**src/rtl/lap_stopwatch_if.sv**
```systemverilog
// Key inputs and display outputs of the lap stopwatch.
// master drives keys/settings; slave is the stopwatch core.
interface lap_stopwatch_if #(
  parameter int TW        = 19,
  parameter int LAP_DEPTH = 4
);
  localparam int LCW = $clog2(LAP_DEPTH + 1);

  logic           key_start_n;
  logic           key_lap_n;
  logic           key_show_n;
  logic           mode_down;
  logic [TW-1:0]  preset;
  logic [TW-1:0]  time_count;
  logic [TW-1:0]  time_display;
  logic [LCW-1:0] lap_count;
  logic           running;
  logic           alarm;
  logic [9:0]     led;

  modport master (
    output key_start_n, key_lap_n, key_show_n,
    output mode_down, preset,
    input  time_count, time_display, lap_count,
    input  running, alarm, led
  );

  modport slave (
    input  key_start_n, key_lap_n, key_show_n,
    input  mode_down, preset,
    output time_count, time_display, lap_count,
    output running, alarm, led
  );
endinterface

```
**src/rtl/lap_stopwatch.sv**
```systemverilog
// Centisecond stopwatch: up/countdown, lap history,
// selectable display view and LED position bar.
module lap_stopwatch #(
  parameter int CLK_PER_TICK = 500000,
  parameter int MAX_TIME     = 359999,
  parameter int LAP_DEPTH    = 4,
  parameter int TW           = 19
) (
  input  logic             clk,
  input  logic             rst,
  lap_stopwatch_if.slave   bus
);
  localparam int LCW = $clog2(LAP_DEPTH + 1);
  localparam int PW  =
    (CLK_PER_TICK > 1) ? $clog2(CLK_PER_TICK) : 1;
  localparam logic [TW-1:0]  MAXV  = TW'(MAX_TIME);
  localparam logic [PW-1:0]  PLAST = PW'(CLK_PER_TICK - 1);
  localparam logic [LCW-1:0] LMAX  = LCW'(LAP_DEPTH);

  typedef enum logic [1:0] {
    S_IDLE, S_RUN, S_PAUSE, S_DONE
  } state_t;

  state_t         r_state, w_next;
  logic [2:0]     r_k1, r_k2, r_arm;
  logic [2:0]     w_key, w_press;
  logic [PW-1:0]  r_pre;
  logic [TW-1:0]  r_cnt;
  logic           r_dir;
  logic [TW-1:0]  r_lap [LAP_DEPTH];
  logic [LCW-1:0] r_lcnt, r_view;
  logic [TW-1:0]  w_load, w_disp;
  logic [3:0]     w_dig;
  logic [9:0]     w_led;
  logic           w_tick, w_zero, w_clr;
  logic           w_start, w_lap, w_show;
  logic           w_running, w_alarm;

  assign w_key = {bus.key_show_n, bus.key_lap_n,
                  bus.key_start_n};

  // Key sync; a key still held from reset must be
  // released once before it can register a press.
  always_ff @(posedge clk) begin
    if (rst) begin
      r_k1  <= '1;
      r_k2  <= '1;
      r_arm <= '0;
    end else begin
      r_k1  <= w_key;
      r_k2  <= r_k1;
      r_arm <= r_arm | w_key;
    end
  end

  assign w_press = r_k2 & ~r_k1 & r_arm;
  assign w_start = w_press[0];
  assign w_lap   = w_press[1] && (r_state == S_RUN);
  assign w_show  = w_press[2] && (r_state != S_DONE);

  assign w_load = (bus.preset > MAXV) ? MAXV : bus.preset;
  assign w_tick = (r_state == S_RUN) && (r_pre == PLAST);
  assign w_zero = r_dir && w_tick && (r_cnt == TW'(1));
  assign w_clr  = (r_state == S_IDLE) && w_start &&
                  (w_next == S_RUN);

  // State register.
  always_ff @(posedge clk) begin
    if (rst) r_state <= S_IDLE;
    else     r_state <= w_next;
  end

  // Next state and state-decoded status flags.
  always_comb begin
    w_next    = r_state;
    w_running = 1'b0;
    w_alarm   = 1'b0;
    unique case (r_state)
      S_IDLE:
        if (w_start)
          w_next = (bus.mode_down && w_load == '0)
                   ? S_DONE : S_RUN;
      S_RUN: begin
        w_running = 1'b1;
        if (w_zero)       w_next = S_DONE;
        else if (w_start) w_next = S_PAUSE;
      end
      S_PAUSE:
        if (w_start) w_next = S_RUN;
      S_DONE: begin
        w_alarm = 1'b1;
        if (w_start) w_next = S_IDLE;
      end
      default: w_next = S_IDLE;
    endcase
  end

  // Prescaler, live count and direction flag.
  always_ff @(posedge clk) begin
    if (rst) begin
      r_pre <= '0;
      r_cnt <= '0;
      r_dir <= 1'b0;
    end else begin
      unique case (r_state)
        S_IDLE: begin
          r_pre <= '0;
          r_cnt <= bus.mode_down ? w_load : '0;
          r_dir <= bus.mode_down;
        end
        S_RUN: begin
          r_pre <= w_tick ? '0 : r_pre + PW'(1);
          if (w_tick) begin
            if (r_dir)              r_cnt <= r_cnt - TW'(1);
            else if (r_cnt == MAXV) r_cnt <= '0;
            else                    r_cnt <= r_cnt + TW'(1);
          end
        end
        S_PAUSE: ;
        S_DONE: begin
          r_pre <= '0;
          r_cnt <= '0;
        end
        default: ;
      endcase
    end
  end

  // Lap history and view selection; a lap beats a show.
  always_ff @(posedge clk) begin
    if (rst || w_clr) begin
      for (int i = 0; i < LAP_DEPTH; i++) r_lap[i] <= '0;
      r_lcnt <= '0;
      r_view <= '0;
    end else if (w_lap) begin
      for (int i = LAP_DEPTH - 1; i > 0; i--)
        r_lap[i] <= r_lap[i-1];
      r_lap[0] <= r_cnt;
      if (r_lcnt != LMAX) r_lcnt <= r_lcnt + LCW'(1);
      r_view <= '0;
    end else if (w_show) begin
      r_view <= (r_view == r_lcnt) ? '0 : r_view + LCW'(1);
    end
  end

  // Display mux and LED bar.
  always_comb begin
    w_disp = r_cnt;
    for (int i = 0; i < LAP_DEPTH; i++)
      if (r_view == LCW'(i + 1)) w_disp = r_lap[i];
    w_dig = 4'((r_cnt / TW'(100)) % TW'(10));
    w_led = 10'h000;
    if (r_state == S_RUN || r_state == S_PAUSE)
      w_led = 10'h200 >> w_dig;
    else if (r_state == S_DONE)
      w_led = 10'h3FF;
  end

  assign bus.time_count   = r_cnt;
  assign bus.time_display = w_disp;
  assign bus.lap_count    = r_lcnt;
  assign bus.running      = w_running;
  assign bus.alarm        = w_alarm;
  assign bus.led          = w_led;
endmodule

```
**src/flat_wrapper.sv**
```systemverilog
// flat-port wrapper written by rule: the top's interface ports become plain ports
module lap_stopwatch_flat 
#(
  parameter int CLK_PER_TICK = 500000,
  parameter int MAX_TIME     = 359999,
  parameter int LAP_DEPTH    = 4,
  parameter int TW           = 19
)
  (clk, rst, bus_key_start_n, bus_key_lap_n, bus_key_show_n, bus_mode_down, bus_preset, bus_time_count, bus_time_display, bus_lap_count, bus_running, bus_alarm, bus_led);
  lap_stopwatch_if #(.TW(TW), .LAP_DEPTH(LAP_DEPTH)) bus_i ();
  input  logic clk;
  input  logic rst;
  input wire logic [$bits(bus_i.key_start_n)-1:0] bus_key_start_n;
  input wire logic [$bits(bus_i.key_lap_n)-1:0] bus_key_lap_n;
  input wire logic [$bits(bus_i.key_show_n)-1:0] bus_key_show_n;
  input wire logic [$bits(bus_i.mode_down)-1:0] bus_mode_down;
  input wire logic [$bits(bus_i.preset)-1:0] bus_preset;
  output wire logic [$bits(bus_i.time_count)-1:0] bus_time_count;
  output wire logic [$bits(bus_i.time_display)-1:0] bus_time_display;
  output wire logic [$bits(bus_i.lap_count)-1:0] bus_lap_count;
  output wire logic [$bits(bus_i.running)-1:0] bus_running;
  output wire logic [$bits(bus_i.alarm)-1:0] bus_alarm;
  output wire logic [$bits(bus_i.led)-1:0] bus_led;
  assign bus_i.key_start_n = bus_key_start_n;
  assign bus_i.key_lap_n = bus_key_lap_n;
  assign bus_i.key_show_n = bus_key_show_n;
  assign bus_i.mode_down = bus_mode_down;
  assign bus_i.preset = bus_preset;
  assign bus_time_count = bus_i.time_count;
  assign bus_time_display = bus_i.time_display;
  assign bus_lap_count = bus_i.lap_count;
  assign bus_running = bus_i.running;
  assign bus_alarm = bus_i.alarm;
  assign bus_led = bus_i.led;
  lap_stopwatch #(.CLK_PER_TICK(CLK_PER_TICK), .MAX_TIME(MAX_TIME), .LAP_DEPTH(LAP_DEPTH), .TW(TW)) u_core (.clk(clk), .rst(rst), .bus(bus_i));
endmodule
```
**config.mk**
```make
export PLATFORM = sky130hd
export DESIGN_NAME = lap_stopwatch_flat
export DESIGN_NICKNAME = d
export VERILOG_FILES = /design/src/rtl/lap_stopwatch_if.sv /design/src/rtl/lap_stopwatch.sv /design/src/flat_wrapper.sv
export SDC_FILE = /design/constraint.sdc
export NUM_CORES = 1
export LEC_CHECK = 0
export CORE_MARGIN = 2
export CORE_UTILIZATION = 40
export DETAILED_ROUTE_END_ITERATION = 8
export PLACE_DENSITY = 0.61
export SLEW_MARGIN = 20
export SYNTH_ARGS = -nofsm -noshare
export SYNTH_HDL_FRONTEND = slang
export SYNTH_SLANG_ARGS = --single-unit
```
**constraint.sdc**
```tcl
create_clock -name clk -period 16.16 [get_ports clk]
set_input_delay 3.232 -clock clk [delete_from_list [all_inputs] [get_ports clk]]
set_output_delay 3.232 -clock clk [all_outputs]
set_load 0.02 [all_outputs]
```
==> metrics, run 1 <==
core area a little over 30,000 um2; First-pass DRT Iterations 5; Slew Viols, Final 0; Worst Path Arrival 12,580 ps; IO Pins 78; post-cts hold buffer count 0; post-DR vias/cell around 6.1; Synth top area share 0.182; hpwl dp 30,600 um; R2R Path Start u_core.bus.time_count[9]; slowest stage cell, crit path or4_1; Tot GR Track Use 0.246; CTS max path bufs 2; Clk Latency, worst-skew pair 430 ps; antenna violations before repair 0; DRT antenna net count 0; critical path data required time 12,930 ps; most used cell along the critical path buf_4; Worst Setup Start Kind flip-flop; final setup vio count 0; DIE WIDTH 181 um; DIE AREA roughly 33,000 um2; Post-synth EDFFs 76; #FFs+latches synth 132; outcome finished, final reports clean; Post-synth top cells nor2_1, a21oi_1, nand2_1; largest cells by area after synthesis edfxtp_1, dfxtp_1, nor2_1, a21oi_1, o21ai_0; WL per Instance 18.6 um; hold crit path type flip-flop to flip-flop; Placer Congestion 0.942; GRT overflow 0; Site Rows 64; diode count 0; max-cap violations 0; CTS tree built; via count 14,205; nature of the critical path endpoint output port; Synth cell types 112; Port Buffer Count between 70 and 80; Ys Warns 0; Nets around 2,000; FMAX roughly 63 MHz; clock root cell clkbuf_16; Cell Area, Synth 12,500 um2; global-route wire length before repair 66,400 um; syn avg cell area 7.57 um2; Filler Cell Count 2,905; crit path kind flip-flop to output port; sequential cell area 3410 um2; routed wire length ~43,000 um; async set-reset flop share out of synthesis 0; Starting Density 0.407; drt first-iter violations ~1,500; worst stage delay on the critical path about 560 ps; Slew headroom 0.268; sequential area share after synthesis 0.272; Post-Syn Nets ~1,700; Clock transition at path regs 60 ps; Area growth syn-to-layout 34.4%; H-tree depth 4; Num CTS Buffers 17; vias in the first global route 12,668; CP max FO 10; final critical-path required period 15,820 ps; Sink Count 132; ys flop type edfxtp_1; Yosys top cell by area edfxtp_1; area of the multi-input gates ~9400 um2; HP Start u_core.r_k1[2]; Setup Skew 11.7 ps; top-count cell post-synth nor2_1; Post-Syn Instances between 1,500 and 2,000; final hold slack 440 ps; die boundary height 181 um; worst slew pin tran 1090 ps; fin crit share 0.979; largest net degree at the start of global routing 80; number of remaining DRC errors 0; share of cells above drive strength 1 0.262; Hold Vio Cnt, Final 0; critical path startpoint u_core.bus.time_count[15]
## critical path: cells and delay by family, from the launching register on
kind	cells	cell delay [ps]
buf+inv	10	1420
flops	1	360
simple gates	13	4020
mux	2	400
xor+xnor	2	420
compound gates	26	5330
fa+ha+maj	1	180
## layer usage
metal | part of all wire | global-route usage
met5 | 0 | 0
met4 | 0.024 | 0.0842
met3 | 0.069 | 0.0375
met2 | 0.47 | 0.397
met1 | 0.44 | 0.336
## per-stage QoR
stage / area [um2] / TNS, ps / std cells / setup WS [ps] / utilization
finish: 16800 / 0 / 2315 / 345 / 0.547
global route: 16800 / -1480 / 2315 / -207 / 0.547
CTS: 15700 / 0 / 2278 / 36.4 / 0.511
detailed placement: 15100 / -314 / 2245 / -108 / 0.490
global placement: 15100 / -99.3 / 2245 / -36.2 / 0.490
floorplan: 12500 / 0 / 1655 / 732 / -
## kinds of logic after synthesis
family | synth area share
compound gates | 0.330
xor+xnor | 0.0206
fa+ha+maj | 0.0216
buf+inv | 0.0472
flops | 0.272
mux | 0.0260
simple gates | 0.283
## sequential cells by signal, indices dropped and copies added (netlist names), 2 cells and up
name,count
u_core.bus.lap_count,3
u_core.r_k1,3
u_core.r_k2,3
u_core.r_pre,19
u_core.r_view,3
u_core.r_arm,3
u_core.bus.time_count,19
u_core.r_lap,76
u_core.r_state,2
## timing repair
| action | CTS | global route |
|---|---|---|
| cloned | 0 | 0 |
| gates resized for setup | 29 | 214 |
| pin swaps | 5 | 72 |
| buffers inserted | 1 | 38 |
| setup endpoints to repair | 10 | 10 |
## layout by cell type, fill, tap and decap left out, drive strengths merged, types with 34 or more instances in the layout
cell           instances
a21oi                151
edfxtp                76
nand2                118
a211oi                37
clkdlybuf4s50         67
and2                  77
nor2                 225
inv                   34
nor3                  56
dfxtp                 56
o21ai                125
nand3                 50
buf                  277
## layout make-up
class,instances,share of cell area
inverter,32,0.00758
clock buffer,17,0.0253
tap,396,0.0294
clock inverter,15,0.00929
multi-input combinational,1376,0.559
sequential,132,0.203
timing repair buffer,347,0.167
## final timing paths
| kind | to | slack [ps] | cells past startpoint |
|---|---|---|---|
| max | bus_led[0] | 340 | 54 |
| min | u_core.r_k2[2] | 440 | 1 |
| max reg2reg | u_core.r_lap[2][9] | 11860 | 12 |
| min reg2reg | u_core.r_k2[2] | 440 | 1 |
Power of run 1 is not shown: default switching activity piles up to over one toggle a cycle in this logic, so the estimate is an artifact.
==> run 2: changes to the inputs <==
--- a/config.mk
+++ b/config.mk
@@ -9,6 +9,7 @@
 export CORE_UTILIZATION = 40
 export DETAILED_ROUTE_END_ITERATION = 8
 export PLACE_DENSITY = 0.61
+export SETUP_SLACK_MARGIN = 0.2
 export SLEW_MARGIN = 20
 export SYNTH_ARGS = -nofsm -noshare
 export SYNTH_HDL_FRONTEND = slang
==> metrics, run 2 (synthesized netlist as in run 1, its figures left out) <==
RSZ-0062 raised after global routing true; max-cap violations 0; critical path data required time between 10,000 and 15,000 ps; Setup Skew 12.5 ps; slowest stage cell, crit path or4_4; DIE WIDTH 181 um; Starting Density 0.407; hold crit path type flip-flop to flip-flop; Sink Count roughly 130; number of flip-flops in the largest register 76; worst stage delay on the critical path 550 ps; share of cells above drive strength 1 0.267; die boundary height 181 um; Reg with most FFs u_core.r_lap; Tot GR Track Use 0.246; fin crit share 0.982; GRT overflow 0; DRT antenna net count 0; Num CTS Buffers 17; Place WS -108 ps; outcome finished, final reports clean; CP max FO 10; final setup vio count 0; Port Buffer Count 77; Non-Filler Instances about 2,300; post-cts hold buffer count 0; Worst Setup Start Kind flip-flop; global-route wire length before repair 66,400 um; Hold Vio Cnt, Final 0; diode count 0; crit path kind flip-flop to output port; FMAX 63.0 MHz; most used cell along the critical path buf_4; Cell Count Post-Placement around 2,200; Slew headroom 0.304; vias in the first global route 12,687; largest net degree at the start of global routing 80; worst r2r path cells 12; final critical-path required period 15,880 ps; Site Rows 64; number of remaining DRC errors 0; IO Pins ~80; Clock transition at path regs roughly 60 ps; Placer Congestion 0.942; leading cell types in the layout, fill and taps excluded buf_4, nor2_1, a21oi_1, nand2_1, o21ai_0; leading cell type in the layout, fill and taps excluded buf_4; H-tree depth 4; WHS Path Cells 1; Filler Cell Count slightly below 3,000; setup TNS 0 ps; First-pass DRT Iterations 6; Worst Path Arrival 12,640 ps; DIE AREA between 30,000 and 40,000 um2; Nets about 2,000; Clk Latency, worst-skew pair 430 ps; clock root cell clkbuf_16; CTS max path bufs 2; Slew Viols, Final 0; antenna violations before repair 0; nature of the critical path endpoint output port; CTS tree built; via count 14,232; hpwl dp 30,600 um; Worst Setup Slack, final between 200 and 300 ps; drt first-iter violations 1,581; post-DR vias/cell around 6.1; core area 30,700 um2; WL per Instance 18.6 um; routed wire length between 40,000 and 50,000 um; Area growth syn-to-layout 34.6%; worst slew pin tran 1030 ps
[run 2: path summary, 6_finish.rpt]
| kind | startpoint | to | slack (ps) |
|---|---|---|---|
| worst max-delay path | u_core.bus.time_count[15] | bus_led[0] | 280 |
| worst min-delay path | u_core.r_k1[1] | u_core.r_k2[1] | 440 |
| worst max register to register | u_core.bus.time_count[9] | u_core.r_lap[2][9] | 11890 |
| worst min register to register | u_core.r_k1[1] | u_core.r_k2[1] | 440 |
[run 2: final cells by class]
type | count | area [um2] | area share
timing repair buffer | 355 | 2870 | 0.170
inverter | 32 | 130 | 0.00772
tap | 396 | 495 | 0.0294
clock inverter | 15 | 156 | 0.00928
clock buffer | 17 | 425 | 0.0252
multi-input combinational | 1376 | 9370 | 0.556
sequential | 132 | 3410 | 0.202
[run 2: critical path, delay by kind of cell (launching register included)]
family                     cells  cell delay, ps
muxes                          3             630
DFF                            1             350
buffers and inverters         11            1640
AOI/OAI and AO/OA             23            4930
and+or+nand+nor               16            4490
adders and majority gates      1             180
[run 2: repair_timing]
item / CTS / global route
resized for setup: 35 / 219
hold endpoints to repair: 0 / 0
pin swaps: 6 / 71
gates cloned: 0 / 0
endpoints found under the setup margin: 10 / 10
setup buffers: 1 / 45
[run 2: per-stage QoR]
stage	utilization	hold slack [ps]	cell area [um2]
floorplan	-	406	12500
global placement	0.490	412	15100
detailed placement	0.490	426	15100
CTS	0.512	442	15700
global route	0.548	446	16900
finish	0.548	441	16900
[run 2: metal layers]
layer,up-vias,global-route usage,part of all wire
li1,6793,-,-
met1,6819,0.336,0.44
met2,538,0.398,0.47
met3,82,0.0375,0.070
met4,0,0.0842,0.024
met5,-,0,0
Power of run 2 is left out for the same reason.
==> run 3: changes to the inputs <==
--- a/config.mk
+++ b/config.mk
@@ -10,6 +10,7 @@
 export DETAILED_ROUTE_END_ITERATION = 8
 export PLACE_DENSITY = 0.61
 export SETUP_SLACK_MARGIN = 0.2
+export SKIP_CTS_REPAIR_TIMING = 1
 export SLEW_MARGIN = 20
 export SYNTH_ARGS = -nofsm -noshare
 export SYNTH_HDL_FRONTEND = slang
==> constraint.sdc (replaced) <==
create_clock -name clk -period 16.75 [get_ports clk]
set_input_delay 3.35 -clock clk [delete_from_list [all_inputs] [get_ports clk]]
set_output_delay 3.35 -clock clk [all_outputs]
set_load 0.02 [all_outputs]
==> metrics, run 3 (synthesized netlist as in run 1, its figures left out) <==
Worst Setup Start Kind flip-flop; Non-Filler Instances 2,191; global-route wire length before repair roughly 63,000 um; Sink Count 132; Clock transition at path regs approximately 60 ps; nature of the critical path endpoint output port; number of remaining DRC errors 0; CTS max path bufs 2; Placer Congestion 0.952; Cell Count Post-Placement 2,117; antenna violations before repair 1; Setup Skew 16.7 ps; critical path data required time ~13,000 ps; hold crit path type flip-flop to flip-flop; number of flip-flops in the largest register 76; Port Buffer Count 77; Tot GR Track Use 0.231; outcome finished, final reports clean; Worst Path Arrival 12,820 ps; HP Start u_core.r_k1[1]; crit path kind flip-flop to output port; FMAX 61.9 MHz; Reg with most FFs u_core.r_lap; leading cell type in the layout, fill and taps excluded nor2_1; CTS tree built; WL per Instance 18.7 um; routed wire length 40,900 um; diode count 0; Num CTS Buffers 17; GRT overflow 0; slowest stage cell, crit path or4_4; met3 Resource Use GR 0.0462; vias in the first global route ~12,000; First-pass DRT Iterations 7; Nets 1,828; critical path startpoint u_core.bus.time_count[17]; Clk Latency, worst-skew pair about 430 ps; Hold Vio Cnt, Final 0; Slew headroom 0.294; clock root cell clkbuf_16; drt first-iter violations 1,411; H-tree depth 4; Slew Viols, Final 0; DRT antenna net count 0; fin crit share 0.965; final setup vio count 0; most used cell along the critical path buf_4; post-DR vias/cell 6.26; post-layout util 0.510; core area a little over 30,000 um2; DIE WIDTH 181 um; Starting Density 0.407; hpwl dp 28,900 um; worst slew pin tran 1060 ps; worst stage delay on the critical path 540 ps; met2 track demand over resource 0.370; GR peak layer met2; via count 13,709; final critical-path required period 16,170 ps; final hold slack 437 ps; IO Pins 78; largest net degree at the start of global routing 80; R2R Path Start u_core.bus.time_count[9]; leading cell types in the layout, fill and taps excluded nor2_1, buf_4, a21oi_1, nand2_1, o21ai_0; DIE AREA 32,700 um2; Site Rows 64; CP max FO 15; met1 Usage GRT 0.315; max-cap violations 0; Area growth syn-to-layout 25.2%; die boundary height 181 um; share of cells above drive strength 1 0.188
run 3: changes by cell type in the layout (fill, tap and decap cells not counted), sizes merged:
cell	change
inv	+2
dlymetal6s2s	+8
buf	-139
clkinvlp	-3
clkinv	-1
bufinv	+1
run 3: critical path, delay by kind of cell, from the launching register on:
family          cells  cell delay, ps
mux                 4            1180
xor+xnor            1              90
buf+inv            14            2150
simple gates       15            3380
flops               1             390
compound gates     22            4960
fa+ha+maj           1             190
run 3: through the flow:
| stage | worst slack [ps] | TNS, ps | instance area (um2) |
|---|---|---|---|
| floorplan | 1200 | 0 | 12500 |
| global placement | 14.4 | 0 | 14100 |
| detailed placement | -216 | -1270 | 14100 |
| CTS | -714 | -5990 | 14700 |
| global route | -7.53 | -7.53 | 15700 |
| finish | 585 | 0 | 15700 |
run 3: path summary, 6_finish.rpt:
kind                                    end  slack, ps  depth (start not counted)
setup / recovery                 bus_led[1]        580                         57
hold / removal               u_core.r_k2[1]        440                          1
setup reg to reg  u_core.bus.time_count[14]      12530                         10
hold reg to reg              u_core.r_k2[1]        440                          1
run 3: layout make-up:
class / instances / area [um2]
Fill cell: 2916 / 15100
Multi-Input combinational cell: 1376 / 9120
Sequential cell: 132 / 3420
Timing Repair Buffer: 224 / 1920
Tap cell: 396 / 495
Clock buffer: 17 / 425
Clock inverter: 14 / 178
Inverter: 32 / 124
run 3: per-layer routing:
metal,up-vias,part of all wire,wire [um]
met2,628,0.46,18800
li1,6546,-,-
met4,0,0.024,970
met5,-,0,0
met1,6430,0.44,18100
met3,105,0.073,3000
Power of run 3 is left out for the same reason.
